<file path="config.mk">
export PLATFORM = sky130hd
export DESIGN_NAME = bk_sub_pipe
export DESIGN_NICKNAME = d
export VERILOG_FILES = /design/src/rtl/bk_pkg.sv /design/src/rtl/bk_gp_node.sv /design/src/rtl/bk_sub_pipe.sv
export SDC_FILE = /design/constraint.sdc
export NUM_CORES = 1
export LEC_CHECK = 0
export CORE_MARGIN = 2
export CORE_UTILIZATION = 34
export CTS_CLUSTER_DIAMETER = 120
export CTS_CLUSTER_SIZE = 30
export DETAILED_ROUTE_END_ITERATION = 6
export DONT_BUFFER_PORTS = 1
export SETUP_SLACK_MARGIN = 0.05
export SYNTH_ARGS = -nofsm -noshare
export SYNTH_HDL_FRONTEND = slang
export SYNTH_HIERARCHICAL = 1
export SYNTH_SLANG_ARGS = --single-unit
</file>
<file path="constraint.sdc">
create_clock -name clk -period 2.07 [get_ports clk]
set_input_delay 0.414 -clock clk [delete_from_list [all_inputs] [get_ports clk]]
set_output_delay 0.414 -clock clk [all_outputs]
set_load 0.01 [all_outputs]
</file>
<file path="src/rtl/bk_pkg.sv">
// ----------------------------------------------------------------------------
// bk_pkg -- shared types and constants for the Brent-Kung subtractor pipeline.
//
// Contents:
//   BK_WIDTH  default operand width
//   gp_t      generate/propagate pair carried through the prefix tree
//   s1_bit_t  per-bit payload held in pipeline stage S1
//             (group g/p after the up-sweep plus the bit's half-sum)
// ----------------------------------------------------------------------------
package bk_pkg;

    localparam int BK_WIDTH = 12;

    typedef struct packed {
        logic g;
        logic p;
    } gp_t;

    typedef struct packed {
        gp_t  gp;   // group pair after the up-sweep levels
        logic hs;   // half-sum a ^ ~b, XORed with the carry in S2
    } s1_bit_t;

endpackage

</file>
<file path="src/rtl/bk_gp_node.sv">
// ----------------------------------------------------------------------------
// bk_gp_node -- one parallel-prefix combine node.
//
//   g_o = gh_i | (ph_i & gl_i)
//   p_o = ph_i & pl_i
//
// Ports:
//   gh_i, ph_i  generate/propagate of the more significant (high) group
//   gl_i, pl_i  generate/propagate of the less significant (low) group
//   g_o,  p_o   combined group generate/propagate
// ----------------------------------------------------------------------------
module bk_gp_node (
    input  logic gh_i,
    input  logic ph_i,
    input  logic gl_i,
    input  logic pl_i,
    output logic g_o,
    output logic p_o
);

    assign g_o = gh_i | (ph_i & gl_i);
    assign p_o = ph_i & pl_i;

endmodule

</file>
<file path="src/rtl/bk_sub_pipe.sv">
// ----------------------------------------------------------------------------
// bk_sub_pipe -- two-stage pipelined subtractor, diff = a - b - bin, built as
// a + ~b + ~bin on a Brent-Kung parallel-prefix carry tree.
//
//   S1 registers the group g/p pairs after the up-sweep (reduction) levels.
//   S2 registers diff/bout (and ovf) after the down-sweep and the sum XOR.
//   Valid/ready handshake on both sides; 2-cycle latency, 1 beat per cycle.
//
// Parameters:
//   WIDTH      operand width in bits (>= 2, any value, not only powers of 2)
//
// Ports:
//   clk        clock, rising edge
//   rst_n      asynchronous active-low reset
//   in_valid   operand beat valid
//   in_ready   block accepts an operand beat (combinational)
//   a, b, bin  minuend, subtrahend, borrow-in
//   out_valid  result beat valid
//   out_ready  downstream accepts a result
//   diff       a - b - bin modulo 2^WIDTH
//   bout       borrow-out, 1 when a < b + bin (unsigned)
//   ovf        signed overflow, present only when BK_SUB_OVF_EN is defined
// ----------------------------------------------------------------------------
module bk_sub_pipe
    import bk_pkg::*;
#(
    parameter int WIDTH = BK_WIDTH
) (
    input  logic             clk,
    input  logic             rst_n,
    input  logic             in_valid,
    output logic             in_ready,
    input  logic [WIDTH-1:0] a,
    input  logic [WIDTH-1:0] b,
    input  logic             bin,
    output logic             out_valid,
    input  logic             out_ready,
    output logic [WIDTH-1:0] diff,
    output logic             bout
`ifdef BK_SUB_OVF_EN
    ,
    output logic             ovf
`endif
);

    localparam int LVLS = $clog2(WIDTH);

    // ------------------------------------------------------------------
    // Bit-level generate/propagate of a + ~b, carry-in = ~bin
    // ------------------------------------------------------------------
    logic cin;
    gp_t  [WIDTH-1:0] base;

    assign cin = ~bin;

    always_comb begin
        for (int i = 0; i < WIDTH; i++) begin
            base[i].g = a[i] & ~b[i];
            base[i].p = a[i] ^ ~b[i];
        end
    end

    // ------------------------------------------------------------------
    // Up-sweep. Row 0 folds the carry-in into bit 0, so every later group
    // generate G[i:0] is directly the carry out of bit i. Row l combines
    // nodes whose index+1 is a multiple of 2^l with the node 2^(l-1) below.
    // ------------------------------------------------------------------
    for (genvar l = 0; l <= LVLS; l++) begin : g_up
        gp_t [WIDTH-1:0] row;
        if (l == 0) begin : g_base
            for (genvar i = 0; i < WIDTH; i++) begin : g_col
                if (i == 0) begin : g_cin
                    bk_gp_node u_node (
                        .gh_i (base[0].g),
                        .ph_i (base[0].p),
                        .gl_i (cin),
                        .pl_i (1'b0),
                        .g_o  (row[0].g),
                        .p_o  (row[0].p)
                    );
                end else begin : g_pass
                    assign row[i] = base[i];
                end
            end
        end else begin : g_lvl
            localparam int SPAN = 1 << (l - 1);
            for (genvar i = 0; i < WIDTH; i++) begin : g_col
                if (((i + 1) % (2 * SPAN)) == 0) begin : g_node
                    bk_gp_node u_node (
                        .gh_i (g_up[l-1].row[i].g),
                        .ph_i (g_up[l-1].row[i].p),
                        .gl_i (g_up[l-1].row[i-SPAN].g),
                        .pl_i (g_up[l-1].row[i-SPAN].p),
                        .g_o  (row[i].g),
                        .p_o  (row[i].p)
                    );
                end else begin : g_pass
                    assign row[i] = g_up[l-1].row[i];
                end
            end
        end
    end

    // ------------------------------------------------------------------
    // Handshake
    // ------------------------------------------------------------------
    logic s1_valid_q;
    logic s2_valid_q;
    logic s2_adv;

    assign s2_adv   = ~s2_valid_q | out_ready;
    assign in_ready = ~s1_valid_q | s2_adv;

    // ------------------------------------------------------------------
    // Stage S1 registers
    // ------------------------------------------------------------------
    s1_bit_t [WIDTH-1:0] s1_d;
    s1_bit_t [WIDTH-1:0] s1_q;
    logic                s1_cin_q;

    always_comb begin
        for (int i = 0; i < WIDTH; i++) begin
            s1_d[i].gp = g_up[LVLS].row[i];
            s1_d[i].hs = base[i].p;
        end
    end

    // ------------------------------------------------------------------
    // Down-sweep. Row k uses span 2^(LVLS-1-k) and fills in the nodes that
    // sit halfway between the prefixes the up-sweep already completed.
    // ------------------------------------------------------------------
    for (genvar k = 0; k < LVLS; k++) begin : g_dn
        gp_t [WIDTH-1:0] row;
        if (k == 0) begin : g_base
            for (genvar i = 0; i < WIDTH; i++) begin : g_col
                assign row[i] = s1_q[i].gp;
            end
        end else begin : g_lvl
            localparam int SPAN = 1 << (LVLS - 1 - k);
            for (genvar i = 0; i < WIDTH; i++) begin : g_col
                if ((((i + 1) % (2 * SPAN)) == SPAN) && (i >= 2 * SPAN)) begin : g_node
                    bk_gp_node u_node (
                        .gh_i (g_dn[k-1].row[i].g),
                        .ph_i (g_dn[k-1].row[i].p),
                        .gl_i (g_dn[k-1].row[i-SPAN].g),
                        .pl_i (g_dn[k-1].row[i-SPAN].p),
                        .g_o  (row[i].g),
                        .p_o  (row[i].p)
                    );
                end else begin : g_pass
                    assign row[i] = g_dn[k-1].row[i];
                end
            end
        end
    end

    // ------------------------------------------------------------------
    // Sum XOR and flags. carry[i] is the carry into bit i; the last row's
    // group propagates are not needed once the carries are known.
    // ------------------------------------------------------------------
    logic [WIDTH-1:0] fin_g;
    logic [WIDTH-1:0] fin_p;
    logic [WIDTH-1:0] hs;
    logic [WIDTH-1:0] carry;
    logic             cout;
    logic [WIDTH-1:0] diff_d;
    logic             bout_d;
    logic             unused_p;

    always_comb begin
        for (int i = 0; i < WIDTH; i++) begin
            fin_g[i] = g_dn[LVLS-1].row[i].g;
            fin_p[i] = g_dn[LVLS-1].row[i].p;
            hs[i]    = s1_q[i].hs;
        end
    end

    assign unused_p = ^fin_p;
    assign carry    = {fin_g[WIDTH-2:0], s1_cin_q};
    assign cout     = fin_g[WIDTH-1];
    assign diff_d   = hs ^ carry;
    assign bout_d   = ~cout;

`ifdef BK_SUB_OVF_EN
    // Signed overflow: carry into the MSB differs from carry out of it.
    logic ovf_d;
    logic ovf_q;
    assign ovf_d = carry[WIDTH-1] ^ cout;
    assign ovf   = ovf_q;
`endif

    // ------------------------------------------------------------------
    // Pipeline registers
    // ------------------------------------------------------------------
    logic [WIDTH-1:0] diff_q;
    logic             bout_q;

    // NOTE: state uses non-blocking assignments so every register samples
    // the pre-edge values of the others, whatever the statement order.
    always_ff @(posedge clk or negedge rst_n) begin
        if (!rst_n) begin
            // NOTE: the datapath registers are reset along with the valid
            // bits so that diff/bout read 0, not X, until the first result.
            s1_valid_q <= 1'b0;
            s2_valid_q <= 1'b0;
            s1_q       <= '0;
            s1_cin_q   <= 1'b0;
            diff_q     <= '0;
            bout_q     <= 1'b0;
`ifdef BK_SUB_OVF_EN
            ovf_q      <= 1'b0;
`endif
        end else begin
            if (in_ready) begin
                s1_valid_q <= in_valid;
            end
            // Data loads only on a real beat; idle operands leave S1 alone.
            if (in_ready && in_valid) begin
                s1_q     <= s1_d;
                s1_cin_q <= cin;
            end
            if (s2_adv) begin
                s2_valid_q <= s1_valid_q;
            end
            if (s2_adv && s1_valid_q) begin
                diff_q <= diff_d;
                bout_q <= bout_d;
`ifdef BK_SUB_OVF_EN
                ovf_q  <= ovf_d;
`endif
            end
        end
    end

    assign out_valid = s2_valid_q;
    assign diff      = diff_q;
    assign bout      = bout_q;

endmodule

</file>
======== Word-level counts from Yosys, hierarchy flattened ========
Cells that the tools add are included.
cells by class
  bitwise logic cells ..................... 88
  reduce and logical (&&, ||, !) cells .... 2
operators with widths
  kind                count
  1-bit AND           38
  1-bit OR            21
  1-bit NOT           16
  1-bit bitwise XOR   12
  12-bit bitwise XOR  1
  1-bit logical AND   2
storage, ports and cells
  register bits after elaboration ......... 43
  output and inout port bits .............. 15
  input port bits ......................... 29

======== Longest topological paths before layout ========
  depth after elaboration ................. 10
  mapped depth ............................ 7

======== Cells and area by module ========
Netlist, hierarchy kept.
modules (own cells, without submodules)
  module       times used  area each (µm²)  sequential area each (µm²)  cells an instance
  bk_sub_pipe  1           2183.3           1151.1                      153
  bk_gp_node   19          15.0             0.0                         2

======== Least setup slack after synthesis ========
OpenSTA, ideal clock, no wires.
  path kind ............................... input to register
  start point ............................. input b[0]
  end point ............................... register s1_q (netlist bit carry[8])
  data arrival time ....................... 1.609 ns
  slack ................................... 0.336 ns
  cell stages on the path ................. 7
  buffers on the path ..................... 0
  library setup time ...................... 0.125 ns
  cells stage by stage .................... inv_1 -> ha_1 -> a21o_1 -> a21o_1 -> a21o_1 -> a21o_1 -> mux2_4
RTL lines
  element               RTL line            text
  start, declared       bk_sub_pipe.sv:34   input logic [WIDTH-1:0] b,
  end signal, assigned  bk_sub_pipe.sv:206  s1_q <= '0;
  end signal, assigned  bk_sub_pipe.sv:219  s1_q <= s1_d;
  end, declared         bk_sub_pipe.sv:118  s1_bit_t [WIDTH-1:0] s1_q;

======== Worst setup path in the final report ========
  start point ............................. register s2_valid_q (netlist: out_valid)
  end point ............................... register s1_q (netlist bit hs[9])
on the way
  cells in the longest elaborated chain, start to end .. 4
ends and longest elaborated chain
  element                 RTL line            text
  start, declared         bk_sub_pipe.sv:108  logic s2_valid_q;
  start signal, assigned  bk_sub_pipe.sv:223  s2_valid_q <= s1_valid_q;
  1-bit NOT               bk_sub_pipe.sv:111  assign s2_adv = ~s2_valid_q | out_ready;
  1-bit OR                bk_sub_pipe.sv:111
  1-bit OR                bk_sub_pipe.sv:112  assign in_ready = ~s1_valid_q | s2_adv;
  named net in_ready      bk_sub_pipe.sv:32   output logic in_ready,
  1-bit logical AND       bk_sub_pipe.sv:218  if (in_ready && in_valid) begin
The timed path passes the listed nets, and every way through them passes these cells.
A chain may end at the register's enable or synchronous reset.

==> summary.txt <==
Setup path
  • Critical path fanouts, max: 28
  • Reg2Reg Launch Point: out_valid$_DFFE_PN0P_
  • Reg2reg end: hs[9]$_DFFE_PN0P_
  • Flop-to-flop setup slack: 540 ps
  • Crit path DAT: between 1500 and 2000 ps
  • CP endpoint kind: flop
  • Critical Path RT: about 2300 ps
  • R2r worst-path depth: 3
  • Setup CP Type: flop to flop
  • Critical path startpoint category: flop

Timing
  • Max Clk Rate: ~650 MHz
  • Worst slew pin tran: 574 ps
  • Min setup slack post-route: roughly 540 ps
  • Fin. max-slew vios: 0
  • RSZ-0062 raised after global routing: no
  • Worst hold slack: approximately 220 ps
  • Setup TNS: 0 ps
  • Clk_skew: 6.66 ps
  • Final setup violating endpoints: 0
  • Crit share post-route: between 70% and 80%
  • Relative slew slack: 61.7%
  • Fin crit period: 1530 ps
  • Hold violation count in the final report: 0

Synth
  • Average size of a mapped cell: roughly 13 um^2
  • Mapped Nets: between 200 and 250
  • YS warnings: 6
  • Synth Cell Area: ~0.0023 mm^2
  • Syn Inst Count: approximately 170

Global route
  • Overflow left after global routing: 0
  • GR Util All Layers: roughly 11%
  • First-pass GRT wire length: a little over 6 mm
  • Largest net degree at the start of global routing: between 40 and 50
  • Vias in the first global route: between 1k and 1.5k
  • Initial antenna violation count: 0

Routing
  • Initial DRT Pass Iterations: 4
  • DR WL/cell: 15.2 um
  • # DRC: 0
  • Routed WL: 3.87 mm
  • DR iter-0 viols: 27
  • Vias: about 1.2k
  • Antenna-violating nets left: 0
  • DR vias/cell: ~4.8

Final layout
  • Final net count: around 220
  • FILL cells: 647
  • Layout Area Growth over Synthesis: 8.27%
  • N_diodes: 0
  • Reg area: roughly 0.0011 mm^2
  • Multi-input gate area: around 0.0011 mm^2
  • Layout cells sized above 1: 26.4%

Die
  • DIE AREA: about 0.0073 mm^2
  • Area of the core: between 0.006 and 0.007 mm^2
  • Die width: 85.4 um
  • I/O pin count: 44
  • Die Ht: around 85 um
  • Cell Rows: 29
  • Initial Util: between 30% and 40%

Placed design
  • Final HPWL DP: roughly 2.7 mm
  • Dpl ws: ~270 ps
  • PortBufs: 0
  • Placer Congestion: slightly above 0.7

Clocking
  • Cts bufs inserted: 5
  • Clk buf depth: 2
  • H-tree levels: 2
  • Clock Latency Late Sink: approximately 300 ps
  • Post-cts resize count: 0
  • Hold_buf cts: 2
  • CTS tree: done
  • Clk root buf: clkbuf_8
  • Clock sink count: 43
  • Clk slew on worst S/H paths: 80 ps
  • # Post-CTS Setup Buffers: 0

Pwr
  • Max VDD drop: 0.463 mV
  • PD cells: between 900 and 1000 mW/mm^2
  • Leak pwr: between 1 and 1.5 nW

Hold path
  • HP Start: in_valid
  • Hold path cells: 1
  • Min-Delay Endpoint: s1_valid_q$_DFFE_PN0P_
  • Hold crit path type: input pin to flop

Flow run
  • Max cap viols: 0

Status
  • Status: completed
-- worst max-delay path, stage by stage, from the launching register on --
cell and delay, ps:
dfrtp_1 460, nand3b_4 140, nand2_4 430, mux2_1 370
-- per-stage QoR --
stage | power (mW) | area, um^2 | instances | util [%]
6_report | 2.43 | 2440 | 255 | 38.2
5_1_grt | 2.56 | 2440 | 255 | 38.2
4_1_cts | 2.47 | 2440 | 255 | 38.2
3_5_place_dp | 1.76 | 2290 | 245 | 35.9
3_3_place_gp | 1.75 | 2290 | 245 | 35.9
2_1_floorplan | 1.66 | 2250 | 172 | -
-- registers in the layout, summed over array words and instances, names as in the netlist --
signal / flops
hs: 11
bout: 1
diff: 12
g_dn.row: 12
carry: 4
out_valid: 1
s1_valid_q: 1
s1_cin_q: 1
-- routing by layer --
layer | GRT usage, % | wire length [um]
met5 | 0 | 0
met4 | 4.33 | 67
met3 | 3.70 | 167
met1 | 15.0 | 1860
met2 | 16.5 | 1780
-- placed cells by master (no fill, tap or decap), types with 2 or more instances in the layout --
cell type and n:
a21o_1 19, a21oi_1 24, and2_2 7, buf_4 2
clkbuf_8 6, dfrtp_1 43, ha_1 12, inv_1 14
mux2_4 27, nand2b_1 3, xnor2_1 12
-- final cells by class --
| class | count | share of cell area (%) |
|---|---|---|
| clock buffers | 6 | 3.38 |
| clock inverters | 2 | 1.44 |
| inverters | 14 | 2.15 |
| multi-input cells | 109 | 43.2 |
| flip-flops and latches | 43 | 44.1 |
| well taps | 77 | 3.95 |
| repair buffers | 4 | 1.85 |
-- worst max-delay path by stage --
| stage | slack (ps) | depth (start not counted) | to | start |
|---|---|---|---|---|
| floorplan | 350 | 7 | carry[8]$_DFFE_PN0P_ | b[0] |
| global placement | 310 | 7 | carry[8]$_DFFE_PN0P_ | b[0] |
| detailed placement | 270 | 7 | carry[8]$_DFFE_PN0P_ | b[0] |
| CTS | 510 | 3 | hs[9]$_DFFE_PN0P_ | out_valid$_DFFE_PN0P_ |
| global route | 450 | 3 | hs[9]$_DFFE_PN0P_ | out_valid$_DFFE_PN0P_ |
| finish | 540 | 3 | hs[9]$_DFFE_PN0P_ | out_valid$_DFFE_PN0P_ |
-- where the power goes --
part / total [mW] / switching (mW) / internal (mW)
logic: 0.524 / 0.207 / 0.317
registers: 1.23 / 0.198 / 1.03
clock network: 0.674 / 0.284 / 0.390
total: 2.43 / 0.688 / 1.74
Note: power is estimated with default switching activity, not from simulation.
